$ cat src/rtl/servo_cmd_arbiter_if.sv
// Servo command arbiter bus: keyboard levels and UART bytes in, servo
// direction commands and ownership status out.
// When ARB_ESTOP_EN is defined the bus also carries the emergency-stop flag.
interface servo_cmd_arbiter_if;
    logic [3:0] kb_cw;
    logic [3:0] kb_ccw;
    logic [7:0] rx_data;
    logic       rx_done;
    logic [3:0] cw;
    logic [3:0] ccw;
    logic [1:0] owner;
    logic       bt_valid;
`ifdef ARB_ESTOP_EN
    logic       estop;
`endif

    // Side that feeds the arbiter (decoders) and watches its outputs
    modport master (
        output kb_cw, kb_ccw, rx_data, rx_done,
        input  cw, ccw, owner, bt_valid
`ifdef ARB_ESTOP_EN
        , estop
`endif
    );

    // The arbiter itself
    modport slave (
        input  kb_cw, kb_ccw, rx_data, rx_done,
        output cw, ccw, owner, bt_valid
`ifdef ARB_ESTOP_EN
        , estop
`endif
    );
endinterface

$ cat src/rtl/servo_cmd_arbiter.sv
// Servo command arbiter: shares the four servo channels between the PS/2
// keyboard (level-held keys) and the HC-06 UART (timed byte commands).
// One source owns the outputs at a time; every change of owner passes through
// an outputs-off guard interval.
// Optional feature macro: ARB_ESTOP_EN adds an emergency stop latched by byte
// 8'hFF and cleared by byte 8'hFE (or reset).
module servo_cmd_arbiter #(
    parameter int HOLD_CYCLES  = 10_000_000,
    parameter int GUARD_CYCLES = 100_000,
    parameter int CNT_W        = 24
) (
    input  logic               clk,
    input  logic               rst_n,
    servo_cmd_arbiter_if.slave bus
);

    typedef enum logic [1:0] {
        ST_IDLE      = 2'b00,
        ST_KEYBOARD  = 2'b01,
        ST_BLUETOOTH = 2'b10,
        ST_GUARD     = 2'b11
    } state_t;

    localparam logic [CNT_W-1:0] HOLD_LOAD  = CNT_W'(HOLD_CYCLES - 1);
    localparam logic [CNT_W-1:0] GUARD_LOAD = CNT_W'(GUARD_CYCLES - 1);

    logic [3:0]       kb_cw_q;
    logic [3:0]       kb_ccw_q;
    logic             kb_active;
    logic [3:0]       kb_cw_ok;
    logic [3:0]       kb_ccw_ok;

    logic [3:0]       bt_cmd;
    logic [CNT_W-1:0] hold_cnt;
    logic             bt_valid;
    logic [2:0]       bt_idx;
    logic [3:0]       bt_cw_dec;
    logic [3:0]       bt_ccw_dec;
    logic             byte_is_move;
    logic             estop_active;

    state_t           state;
    state_t           state_next;
    logic [3:0]       cw_q;
    logic [3:0]       ccw_q;
    logic [3:0]       cw_next;
    logic [3:0]       ccw_next;
    logic [CNT_W-1:0] guard_cnt;
    logic [CNT_W-1:0] guard_cnt_next;

`ifdef ARB_ESTOP_EN
    logic             estop_q;
    assign estop_active = estop_q;
    assign bus.estop    = estop_q;
`else
    assign estop_active = 1'b0;
`endif

    // A channel with both keys held is driven in neither direction
    assign kb_active = |(kb_cw_q | kb_ccw_q);
    assign kb_cw_ok  = kb_cw_q & ~kb_ccw_q;
    assign kb_ccw_ok = kb_ccw_q & ~kb_cw_q;

    assign byte_is_move = (bus.rx_data >= 8'd1) && (bus.rx_data <= 8'd8);
    assign bt_valid     = (bt_cmd != 4'd0);
    assign bt_idx       = 3'(bt_cmd - 4'd1);

    // Keyboard levels are sampled once so every decision sees stable inputs
    always_ff @(posedge clk or negedge rst_n) begin
        if (!rst_n) begin
            kb_cw_q  <= 4'd0;
            kb_ccw_q <= 4'd0;
        end else begin
            kb_cw_q  <= bus.kb_cw;
            kb_ccw_q <= bus.kb_ccw;
        end
    end

    // UART byte decode and command lifetime; a fresh byte beats expiry
    always_ff @(posedge clk or negedge rst_n) begin
        if (!rst_n) begin
            bt_cmd   <= 4'd0;
            hold_cnt <= '0;
`ifdef ARB_ESTOP_EN
            estop_q  <= 1'b0;
`endif
        end else if (bus.rx_done && byte_is_move && !estop_active) begin
            bt_cmd   <= bus.rx_data[3:0];
            hold_cnt <= HOLD_LOAD;
        end else if (bus.rx_done && (bus.rx_data == 8'd0)) begin
            bt_cmd   <= 4'd0;
            hold_cnt <= '0;
`ifdef ARB_ESTOP_EN
        end else if (bus.rx_done && (bus.rx_data == 8'hFF)) begin
            bt_cmd   <= 4'd0;
            hold_cnt <= '0;
            estop_q  <= 1'b1;
        end else if (bus.rx_done && (bus.rx_data == 8'hFE)) begin
            estop_q  <= 1'b0;
`endif
        end else if (bt_valid) begin
            if (hold_cnt == '0) begin
                bt_cmd <= 4'd0;
            end else begin
                hold_cnt <= hold_cnt - CNT_W'(1);
            end
        end
    end

    // Command byte 2k+1 drives channel k clockwise, 2k+2 counter-clockwise
    always_comb begin
        bt_cw_dec  = 4'd0;
        bt_ccw_dec = 4'd0;
        if (bt_valid) begin
            if (bt_idx[0]) begin
                bt_ccw_dec[bt_idx[2:1]] = 1'b1;
            end else begin
                bt_cw_dec[bt_idx[2:1]] = 1'b1;
            end
        end
    end

    // Ownership state, outputs and guard counter move together on the clock
    always_ff @(posedge clk or negedge rst_n) begin
        if (!rst_n) begin
            state     <= ST_IDLE;
            cw_q      <= 4'd0;
            ccw_q     <= 4'd0;
            guard_cnt <= '0;
        end else begin
            state     <= state_next;
            cw_q      <= cw_next;
            ccw_q     <= ccw_next;
            guard_cnt <= guard_cnt_next;
        end
    end

    // Ownership decisions; outputs are computed for the state being entered
    always_comb begin
        state_next     = state;
        cw_next        = 4'd0;
        ccw_next       = 4'd0;
        guard_cnt_next = guard_cnt;
        case (state)
            ST_IDLE: begin
                if (!estop_active) begin
                    if (kb_active) begin
                        state_next = ST_KEYBOARD;
                        cw_next    = kb_cw_ok;
                        ccw_next   = kb_ccw_ok;
                    end else if (bt_valid) begin
                        state_next = ST_BLUETOOTH;
                        cw_next    = bt_cw_dec;
                        ccw_next   = bt_ccw_dec;
                    end
                end
            end
            ST_KEYBOARD: begin
                if (estop_active || !kb_active) begin
                    state_next     = ST_GUARD;
                    guard_cnt_next = GUARD_LOAD;
                end else begin
                    cw_next  = kb_cw_ok;
                    ccw_next = kb_ccw_ok;
                end
            end
            ST_BLUETOOTH: begin
                if (estop_active || kb_active || !bt_valid) begin
                    state_next     = ST_GUARD;
                    guard_cnt_next = GUARD_LOAD;
                end else begin
                    cw_next  = bt_cw_dec;
                    ccw_next = bt_ccw_dec;
                end
            end
            ST_GUARD: begin
                if (guard_cnt == '0) begin
                    state_next = ST_IDLE;
                end else begin
                    guard_cnt_next = guard_cnt - CNT_W'(1);
                end
            end
            default: begin
                state_next = ST_IDLE;
            end
        endcase
    end

    assign bus.cw       = cw_q;
    assign bus.ccw      = ccw_q;
    assign bus.owner    = state;
    assign bus.bt_valid = bt_valid;

endmodule

$ cat src/flat_wrapper.sv
// flat-port wrapper written by rule: the top's interface ports become plain ports
module servo_cmd_arbiter_flat 
#(
    parameter int HOLD_CYCLES  = 10_000_000,
    parameter int GUARD_CYCLES = 100_000,
    parameter int CNT_W        = 24
)
  (clk, rst_n, bus_kb_cw, bus_kb_ccw, bus_rx_data, bus_rx_done, bus_cw, bus_ccw, bus_owner, bus_bt_valid);
  servo_cmd_arbiter_if bus_i ();
  input  logic clk;
  input  logic rst_n;
  input wire logic [$bits(bus_i.kb_cw)-1:0] bus_kb_cw;
  input wire logic [$bits(bus_i.kb_ccw)-1:0] bus_kb_ccw;
  input wire logic [$bits(bus_i.rx_data)-1:0] bus_rx_data;
  input wire logic [$bits(bus_i.rx_done)-1:0] bus_rx_done;
  output wire logic [$bits(bus_i.cw)-1:0] bus_cw;
  output wire logic [$bits(bus_i.ccw)-1:0] bus_ccw;
  output wire logic [$bits(bus_i.owner)-1:0] bus_owner;
  output wire logic [$bits(bus_i.bt_valid)-1:0] bus_bt_valid;
  assign bus_i.kb_cw = bus_kb_cw;
  assign bus_i.kb_ccw = bus_kb_ccw;
  assign bus_i.rx_data = bus_rx_data;
  assign bus_i.rx_done = bus_rx_done;
  assign bus_cw = bus_i.cw;
  assign bus_ccw = bus_i.ccw;
  assign bus_owner = bus_i.owner;
  assign bus_bt_valid = bus_i.bt_valid;
  servo_cmd_arbiter #(.HOLD_CYCLES(HOLD_CYCLES), .GUARD_CYCLES(GUARD_CYCLES), .CNT_W(CNT_W)) u_core (.clk(clk), .rst_n(rst_n), .bus(bus_i));
endmodule
$ cat config.mk
export PLATFORM = sky130hd
export DESIGN_NAME = servo_cmd_arbiter_flat
export DESIGN_NICKNAME = d
export VERILOG_FILES = /design/src/rtl/servo_cmd_arbiter_if.sv /design/src/rtl/servo_cmd_arbiter.sv /design/src/flat_wrapper.sv
export SDC_FILE = /design/constraint.sdc
export NUM_CORES = 1
export LEC_CHECK = 0
export BUFFER_PORTS_ARGS = -buffer_cell sky130_fd_sc_hd__buf_4
export CAP_MARGIN = 20
export CORE_UTILIZATION = 52
export DETAILED_ROUTE_END_ITERATION = 7
export HOLD_SLACK_MARGIN = 0.12
export PLACE_DENSITY = 0.68
export SYNTH_ARGS = -nofsm -noshare
export SYNTH_HDL_FRONTEND = slang
export SYNTH_SLANG_ARGS = --single-unit
$ cat constraint.sdc
create_clock -name clk -period 4.9 [get_ports clk]
set_input_delay 0.49 -clock clk [delete_from_list [all_inputs] [get_ports clk]]
set_output_delay 0.49 -clock clk [all_outputs]
set_load 0.05 [all_outputs]
Word-level counts from Yosys, hierarchy flattened
Index checks and enable logic that the tools add are counted.
{"block": "totals", "reg_bits": 70, "inputBits": 19, "elab_cells": 82}
{"block": "classes", "add_sub_neg": 3, "n_lt_le_gt_ge": 4, "n_eq_ne": 9, "muxes": 34, "bitwise_logic": 5, "reduce_logical": 19}
{"op": "$mux W24", "count": 7}
{"op": "$pmux W24 S3", "count": 1}
{"op": "$mux W4", "count": 16}
{"op": "$logic_not A24 Y1", "count": 2}
{"op": "$sub A24 B1 Y24 const B", "count": 2}
{"op": "$pmux W4 S3", "count": 2}
{"op": "$mux W2", "count": 5}
{"op": "$reduce_bool A3 Y1", "count": 3}
{"op": "$and A4 B4 Y4", "count": 2}
{"op": "$ge A8 B1 Y1 const B", "count": 1}
{"op": "$le A8 B4 Y1 const B", "count": 1}
{"op": "$logic_not A8 Y1", "count": 1}
{"op": "$not A4 Y4", "count": 2}
{"op": "$pmux W2 S4", "count": 1}
{"op": "$reduce_and A4 Y1", "count": 2}
{"op": "$ne A3 B1 Y1 const B", "count": 2}
{"op": "$eq A2 B2 Y1 const B", "count": 2}
{"op": "$logic_and A1 B1 Y1", "count": 4}
{"op": "$ne A2 B1 Y1 const B", "count": 2}
{"op": "$ne A2 B2 Y1 const B", "count": 2}
{"op": "$or A4 B4 Y4", "count": 1}
{"op": "$reduce_and A2 Y1", "count": 2}
{"op": "$reduce_bool A4 Y1", "count": 1}
{"op": "$reduce_or A4 Y1", "count": 1}
{"op": "other kinds (9)", "count": 9}

Logic depth before layout (Yosys ltp)
Gate-level depths: netlist of the first run.
{"block": "depth", "word_depth": 10, "ltp_mapped": 10, "mapped_depth_nobuf": 8}

Least setup slack after synthesis of the first run
OpenSTA, ideal clock, no wires.
{"block": "synth_timing", "path_kind": "flip-flop to flip-flop", "startpoint": "reg u_core.bt_cmd[0]", "endpoint": "reg u_core.guard_cnt[15]", "setup_ns": 0.130, "t_arrival_ns": 2.097, "path_slack_ns": 2.673, "stages_incl_launch_ff": 11, "synth_period_minus_slack_ns": 2.227, "path_cell_list": "dfrtp_1 -> inv_1 -> ha_1 -> nor3b_1 -> buf_2 -> o311a_1 -> buf_2 -> buf_4 -> nand4_1 -> xor2_1 -> nand2_1"}
{"block": "synth_via", "elab_chain_len": 5}
{"element": "start, declared", "line_no": "servo_cmd_arbiter.sv:33", "rtl": "logic [3:0] bt_cmd;"}
{"element": "start signal, assigned", "line_no": "servo_cmd_arbiter.sv:88", "rtl": "bt_cmd <= bus.rx_data[3:0];"}
{"element": "$reduce_bool A4 Y1", "line_no": "servo_cmd_arbiter.sv:65", "rtl": "assign bt_valid = (bt_cmd != 4'd0);"}
{"element": "$logic_not A1 Y1", "line_no": "servo_cmd_arbiter.sv:168", "rtl": "if (estop_active || kb_active || !bt_valid) begin"}
{"element": "$logic_or A1 B1 Y1", "line_no": "servo_cmd_arbiter.sv:168"}
{"element": "$ne A2 B1 Y1 (no line)"}
{"element": "$reduce_and A4 Y1 (no line)"}
{"element": "end signal, assigned", "line_no": "servo_cmd_arbiter.sv:134", "rtl": "guard_cnt <= guard_cnt_next;"}
{"element": "end, declared", "line_no": "servo_cmd_arbiter.sv:48", "rtl": "logic [CNT_W-1:0] guard_cnt;"}
No other way between the ends.
A chain may end at the register's enable or synchronous reset.

Worst setup path after layout of the first run
{"block": "layout_timing", "startpoint": "reg u_core.bt_cmd[0]", "endpoint": "reg u_core.guard_cnt[0]"}
The elaborated chain is that of the path after synthesis.

==> results of run 1 <==
[power groups by stage]
stage | registers (mW) | logic, mW | clock network (mW)
final | 0.782 | 0.731 | 0.423
after CTS | 0.779 | 0.720 | 0.435
after global routing | 0.795 | 0.811 | 0.454
after detailed placement | 0.788 | 0.718 | 0
after floorplan | 0.849 | 0.480 | 0
after global placement | 0.786 | 0.708 | 0
[final cells by class]
| cell class | count | area (um^2) | share of cell area |
|---|---|---|---|
| Inverter | 13 | 48.80 | 0.01150 |
| Clock buffer | 13 | 168.9 | 0.03981 |
| Clock inverter | 1 | 5.005 | 0.001180 |
| Sequential cell | 70 | 1752 | 0.4129 |
| Tap cell | 96 | 120.1 | 0.02831 |
| Multi-Input combinational cell | 313 | 1916 | 0.4515 |
| Timing Repair Buffer | 31 | 232.7 | 0.05485 |
[layout by cell type (no fill, tap or decap), types with 3 or more instances in the layout]
cell type  netlist  routed
nor3b_1          7       7
nand4_1          8       8
nand3_1         27      27
nor2_1          61      61
a21oi_1         25      25
nor3_1          14      14
ha_1            10      10
nor4_1          17      17
or2_2            3       3
xnor2_1          4       4
buf_4            2      31
o211ai_1         4       4
or4_1            3       3
nand2_1         27      27
clkbuf_8         0      12
o21ai_1         11      11
and2_1           3       3
or3_1            6       6
inv_1           13      13
xor2_1          27      27
dfrtp_1         70      70
o21ai_0         11      11
a31oi_1          4       4
[worst reg2reg max path, delay by kind of cell (launching register included)]
family / cells / cell delay (ns)
buf+inv: 3 / 0.59
simple gates: 3 / 0.81
compound gates: 2 / 0.78
fa+ha+maj: 1 / 0.22
flops: 1 / 0.39
[stage by stage]
step / worst slack [ns] / cell area (um^2) / cells / power [mW]
floorplan: 2.673 / 3787 / 411 / 1.329
global placement: 1.856 / 4061 / 522 / 1.493
detailed placement: 1.811 / 4061 / 522 / 1.506
CTS: 1.781 / 4235 / 536 / 1.934
global route: 1.758 / 4243 / 537 / 2.059
finish: 2.038 / 4243 / 537 / 1.935
[how the worst min path moves through the flow]
stage	depth (start not counted)	end	slack (ns)	from
2_1_floorplan	0	u_core.bt_cmd[0]	0.19	rst_n
3_3_place_gp	2	u_core.hold_cnt[12]	0.49	u_core.hold_cnt[12]
3_5_place_dp	1	u_core.bt_cmd[1]	0.49	u_core.bt_cmd[1]
4_1_cts	1	u_core.kb_cw_q[3]	0.24	bus_kb_cw[3]
5_1_grt	1	u_core.kb_cw_q[2]	0.24	bus_kb_cw[2]
6_report	1	u_core.kb_ccw_q[2]	0.25	bus_kb_ccw[2]
[layer usage]
layer / share of wire / GRT usage / vias to the layer above
met5: 0 / 0 / -
met4: 0.016 / 0.08942 / 0
met3: 0.045 / 0.05592 / 14
met2: 0.46 / 0.3636 / 69
met1: 0.47 / 0.3040 / 1464
li1: - / - / 1525
[sequential cells by signal, summed over array words and instances (netlist names)]
name	count
u_core.bus.ccw	4
u_core.bus.cw	4
u_core.hold_cnt	24
u_core.kb_cw_q	4
u_core.guard_cnt	24
u_core.kb_ccw_q	4
u_core.bt_cmd	4
u_core.bus.owner	2
[cell families after synthesis]
kind of cell             Yosys count  share of synthesized area
XOR/XNOR                          31                    0.07169
AO/OA/AOI/OAI                     73                     0.1209
buffers and inverters             28                    0.03172
adder cells (fa/ha/maj)           10                    0.03304
AND/OR/NAND/NOR                  197                     0.2745
multiplexers                       2                   0.005616
flip-flops                        70                     0.4625
==> impl_metrics.csv, run 1 <==
group,metric,value,unit
critical_path,worstSetupPathType,"reg -> reg",
die,num_io_pins,30,
critical_path,timing.rr.end,"u_core.guard_cnt[0]",
flow_run,maxCapViolations,0,
die,start_util,0.5484,
die,fp.dieW,87.35,um
critical_path,crit_top_cell,"buf_4",
critical_path,crit_chain,"inv_1, ha_1, nor3b_1, buf_4, o311a_1, nor2b_1, buf_4, nor2_1, a21oi_1",
place,gp_congestion,0.8407,
cells_and_area,drive_gt1_frac,0.1429,
power,p_int,1.150,mW
cts,cts_setup_buffers,0,
critical_path,critPathMaxFanout,22,
grt,grt_overflow,0,
sta,min_period,2.862,ns
power,ir_drop,0.0002749,V
routing,routed_wl,8120,um
outcome,status,"complete, no violations",
sta,finalClockSkew,0.007438,ns
cells_and_area,diodes,0,
power,clock_power_share,0.219,
synth,postSynthAreaPerCell,9.215,um^2
synth,synth_ff_type,"dfrtp_1",
routing,vias,3072,
cts,clock_latency,0.35,ns
synth,synth_edf_count,0,
critical_path,r2r_setup_slack,2.04,ns
critical_path,cp.depth,9,
cells_and_area,area_delta_synth_final,12.03,%
routing,drt_pass1_iterations,5,
grt,grt_pass1_vias,2874,
cts,cts_buffers,9,
critical_path,crit_family,"simple AND/OR/NAND/NOR gates",
routing,routedWlPerCell,15.12,um
critical_path,r2r_start,"u_core.bt_cmd[0]",
synth,yosysSeqAreaShare,0.4625,
synth,synthesis.nets,440,
cts,cts_sinks,70,
sta,maxSlewViolCount,0,
critical_path,slowest_stage,"o311a_1",
sta,fmax,0.3494,GHz
critical_path,worstPathArrival,3.13,ns
routing,drc,0,
synth,synth.distinct_cells,56,
routing,ant_nets,0,
synth,async_flop_share,1.000,
place,place.port_buffers,29,
power,p_sw,0.7853,mW
routing,drtIter0Drc,173,
power,power_frac_seq,0.404,
die,die-height,87.35,um
die,std_cell_rows,30,
die,core,6907,um^2
cts,path_clk_slew,0.07,ns
grt,antenna_found_initial,0,
grt,track_usage,0.2298,
critical_path,crit_end,"u_core.guard_cnt[0]",
synth,syn-cell-area,3787,um^2
critical_path,cp-start-kind,"flop",
power,p_sw_frac,0.4057,
synth,netlist_instances,411,
synth,synth_largest_area_cell,"dfrtp_1",
synth,synth_top_area_share,0.4625,
synth,synth.area.top_cells,"dfrtp_1 46%, xor2_1 6.2%, nor2_1 6.0%",
synth,synth-seq-cells,70,
sta,worst_slew_pin_slew,0.9634,ns
cts,h-tree-depth,3,
cts,cts_buffer_depth,2,
place,hpwlAfterDp,5475,um
power,combPwrFrac,0.378,
die,dieArea,7629,um^2
critical_path,cp.required,5.17,ns
sta,finalCritPeriodShare,0.5841,
sta,setup_tns,0,ns
cts,cts-root-buf,"clkbuf_8",
power,power_density,456.2,nW/um^2
synth,yosysWarningCount,0,
critical_path,reg2reg_depth,9,
sta,setup_viol,0,
grt,grt_pass1_wl,13410,um
sta,maxSlewHeadroom,0.3554,
cells_and_area,fill_cells,626,
routing,via_per_inst,5.721,
cells_and_area,fin_util,0.6143,
cells_and_area,num-nets-final,467,
min_path,hp-class,"in -> reg",
sta,hold_viol,0,
cts,cts_tree,"yes",
sta,rsz0062_at_grt,"no",
synth,synthTopCellsByCount,"70 x dfrtp_1, 61 x nor2_1, 27 x nand2_1, 27 x nand3_1, 27 x xor2_1",
critical_path,critPathBufInv,3,
critical_path,end_kind,"flop",
critical_path,cp-startpoint,"u_core.bt_cmd[0]",
critical_path,max_stage_delay,0.63,ns
power,p_leak,1.676,nW
sta,hold-worst-slack,0.2511,ns
cts,cts_hold_buffers,0,
grt,grt_max_degree,71,
cts,cts_resized,0,
synth,yosysMostFrequentCell,"dfrtp_1",
(Power assumes the default switching activity.)
==> run 2: changes to the inputs <==
--- a/config.mk
+++ b/config.mk
@@ -10,7 +10,7 @@
 export CORE_UTILIZATION = 52
 export DETAILED_ROUTE_END_ITERATION = 7
 export HOLD_SLACK_MARGIN = 0.12
-export PLACE_DENSITY = 0.68
+export PLACE_DENSITY = 0.7
 export SYNTH_ARGS = -nofsm -noshare
 export SYNTH_HDL_FRONTEND = slang
 export SYNTH_SLANG_ARGS = --single-unit
==> constraint.sdc (replaced) <==
create_clock -name clk -period 2.3 [get_ports clk]
set_input_delay 0.23 -clock clk [delete_from_list [all_inputs] [get_ports clk]]
set_output_delay 0.23 -clock clk [all_outputs]
set_load 0.05 [all_outputs]
==> run 2 against run 1 <==
Routed wire length up 3.6%. Combinational power grew to 2.5 times the previous value. Clock skew rose by 0.0024 ns. Flip-flop and latch count unchanged. Setup slack worse by 2.0 ns. Die area is the same. Design area is 11% higher. Power is 130% higher. Critical path type unchanged. Largest cell class unchanged.
==> impl_metrics.csv, run 2 (synthesis results as in run 1) <==
group,metric,value,unit
sta,worst_slew_pin_slew,0.8430,ns
grt,track_usage,0.2352,
critical_path,end_kind,"flop",
critical_path,max_stage_delay,0.46,ns
die,start_util,0.5484,
power,power.total,4.378,mW
sta,fin_ws,0.08671,ns
die,dieArea,7629,um^2
power,ir_drop,0.0005021,V
sta,finalClockSkew,0.009803,ns
routing,drtIter0Drc,178,
cts,h-tree-depth,3,
critical_path,cp.required,2.54,ns
critical_path,worstSetupPathType,"reg -> reg",
place,hpwlAfterDp,5741,um
grt,grt_pass1_wl,13730,um
die,core,6907,um^2
critical_path,crit_chain,"inv_1, ha_1, or4b_4, nor4_4, buf_4, a31o_2, buf_4, nor3_1, xnor2_1, nor2_1",
die,fp.dieW,87.35,um
sta,maxSlewViolCount,0,
die,std_cell_rows,30,
grt,grt_pass1_vias,3156,
critical_path,slowest_stage,"or4b_4",
cts,cts_tree,"yes",
place,place.port_buffers,29,
critical_path,worstPathArrival,2.46,ns
cts,cts_buffer_depth,2,
cts,cts-root-buf,"clkbuf_8",
sta,finalCritPeriodShare,0.9623,
cells_and_area,num-nets-final,513,
cells_and_area,final_common_cell,"dfrtp_1",
sta,fmax,0.4518,GHz
cells_and_area,area_delta_synth_final,23.92,%
sta,setup_tns,0,ns
cells_and_area,diodes,0,
power,power_density,932.8,nW/um^2
routing,via_per_inst,5.636,
sta,setup_viol,0,
routing,ant_nets,0,
routing,drc,0,
cells_and_area,drive_gt1_frac,0.2259,
cts,cts_buffers,9,
critical_path,crit_top_cell,"buf_4",
sta,maxSlewHeadroom,0.4380,
die,num_io_pins,30,
sta,hold_viol,0,
place,place_ws,-0.03019,ns
critical_path,cp-start-kind,"flop",
grt,grt_overflow,0,
grt,antenna_found_initial,0,
cts,clock_latency,0.35,ns
routing,routed_wl,8413,um
grt,grt_max_degree,71,
sta,rsz0062_at_grt,"yes",
power,p_leak,1.905,nW
outcome,status,"complete, no violations",
flow_run,maxCapViolations,0,
sta,min_period,2.213,ns
cts,path_clk_slew,0.07,ns
place,dpl.cell_count,550,
cells_and_area,instances_no_fill,583,
cells_and_area,final_cell_mix,"70 x dfrtp_1, 65 x buf_4, 61 x nor2_1",
cells_and_area,reg_top3,"u_core.guard_cnt (24), u_core.hold_cnt (24)",
critical_path,critPathMaxFanout,3,
cts,cts_sinks,70,
place,gp_congestion,0.8814,
min_path,hp-class,"in -> reg",
die,die-height,87.35,um
routing,vias,3286,
routing,routedWlPerCell,14.43,um
routing,drt_pass1_iterations,5,
-- run 2: cell count changes in the layout (fill, tap and decap cells not counted), moves of 2 or more --
cell / delta
nand2_4: +2
nor4_1: -2
dlygate4sd3_1: +12
buf_4: +34
nand3_1: -3
nand2_1: -2
nand3_2: +3
-- run 2: final cells by class --
cell class,count,area (um^2)
Fill cell,550,2213
Timing Repair Buffer,77,608.1
Clock buffer,13,168.9
Inverter,13,48.80
Clock inverter,1,5.005
Tap cell,96,120.1
Sequential cell,70,1752
Multi-Input combinational cell,313,1991
-- run 2: critical path: cells and delay by family (launching register included) --
family	cells	cell delay [ns]
AOI/OAI and AO/OA	1	0.18
xor gates and xnor gates	1	0.14
adders and majority gates	1	0.13
buffers and inverters	3	0.40
DFF	1	0.39
and+or+nand+nor	4	0.88
-- run 2: metal layers --
metal	global-route usage	vias up	wire length, um
met5	0	-	0
met2	0.3970	79	4053
li1	-	1616	-
met4	0.09538	0	142
met3	0.05403	16	344
met1	0.2903	1575	3873
-- run 2: worst paths after layout --
| path | from | end | slack [ns] | depth (start not counted) |
|---|---|---|---|---|
| worst max-delay path | u_core.hold_cnt[1] | u_core.hold_cnt[13] | 0.09 | 10 |
| worst min-delay path | bus_rx_data[3] | u_core.bt_cmd[3] | 0.17 | 3 |
| worst max register to register | u_core.hold_cnt[1] | u_core.hold_cnt[13] | 0.09 | 10 |
| worst min register to register | u_core.hold_cnt[12] | u_core.hold_cnt[12] | 0.50 | 2 |
| max in group asynchronous | rst_n | u_core.guard_cnt[11] | 1.20 | 2 |
| min in group asynchronous | rst_n | u_core.bus.cw[1] | 0.55 | 2 |
-- run 2: power breakdown --
group | leakage [nW] | internal, mW | switching (mW)
Sequential | 0.837 | 1.45 | 0.199
Clock | 0.0914 | 0.467 | 0.427
Combinational | 0.977 | 0.720 | 1.12
Total | 1.91 | 2.63 | 1.74
-- run 2: per-stage QoR --
step	hold slack [ns]	area, um^2	utilization
after floorplan	-0.06559	3787	-
after global placement	0.3395	4272	0.6185
after detailed placement	0.3410	4272	0.6185
after CTS	0.1624	4568	0.6614
after global routing	0.1673	4693	0.6795
final	0.1731	4693	0.6795
-- run 2: timing repair --
item                                    in CTS  in global routing
pin swaps                                    0                  3
hold endpoints to repair                    81                  0
hold buffers                                12                  0
setup buffers                                0                  7
endpoints found under the setup margin       5                 32
gates resized for setup                      1                 15
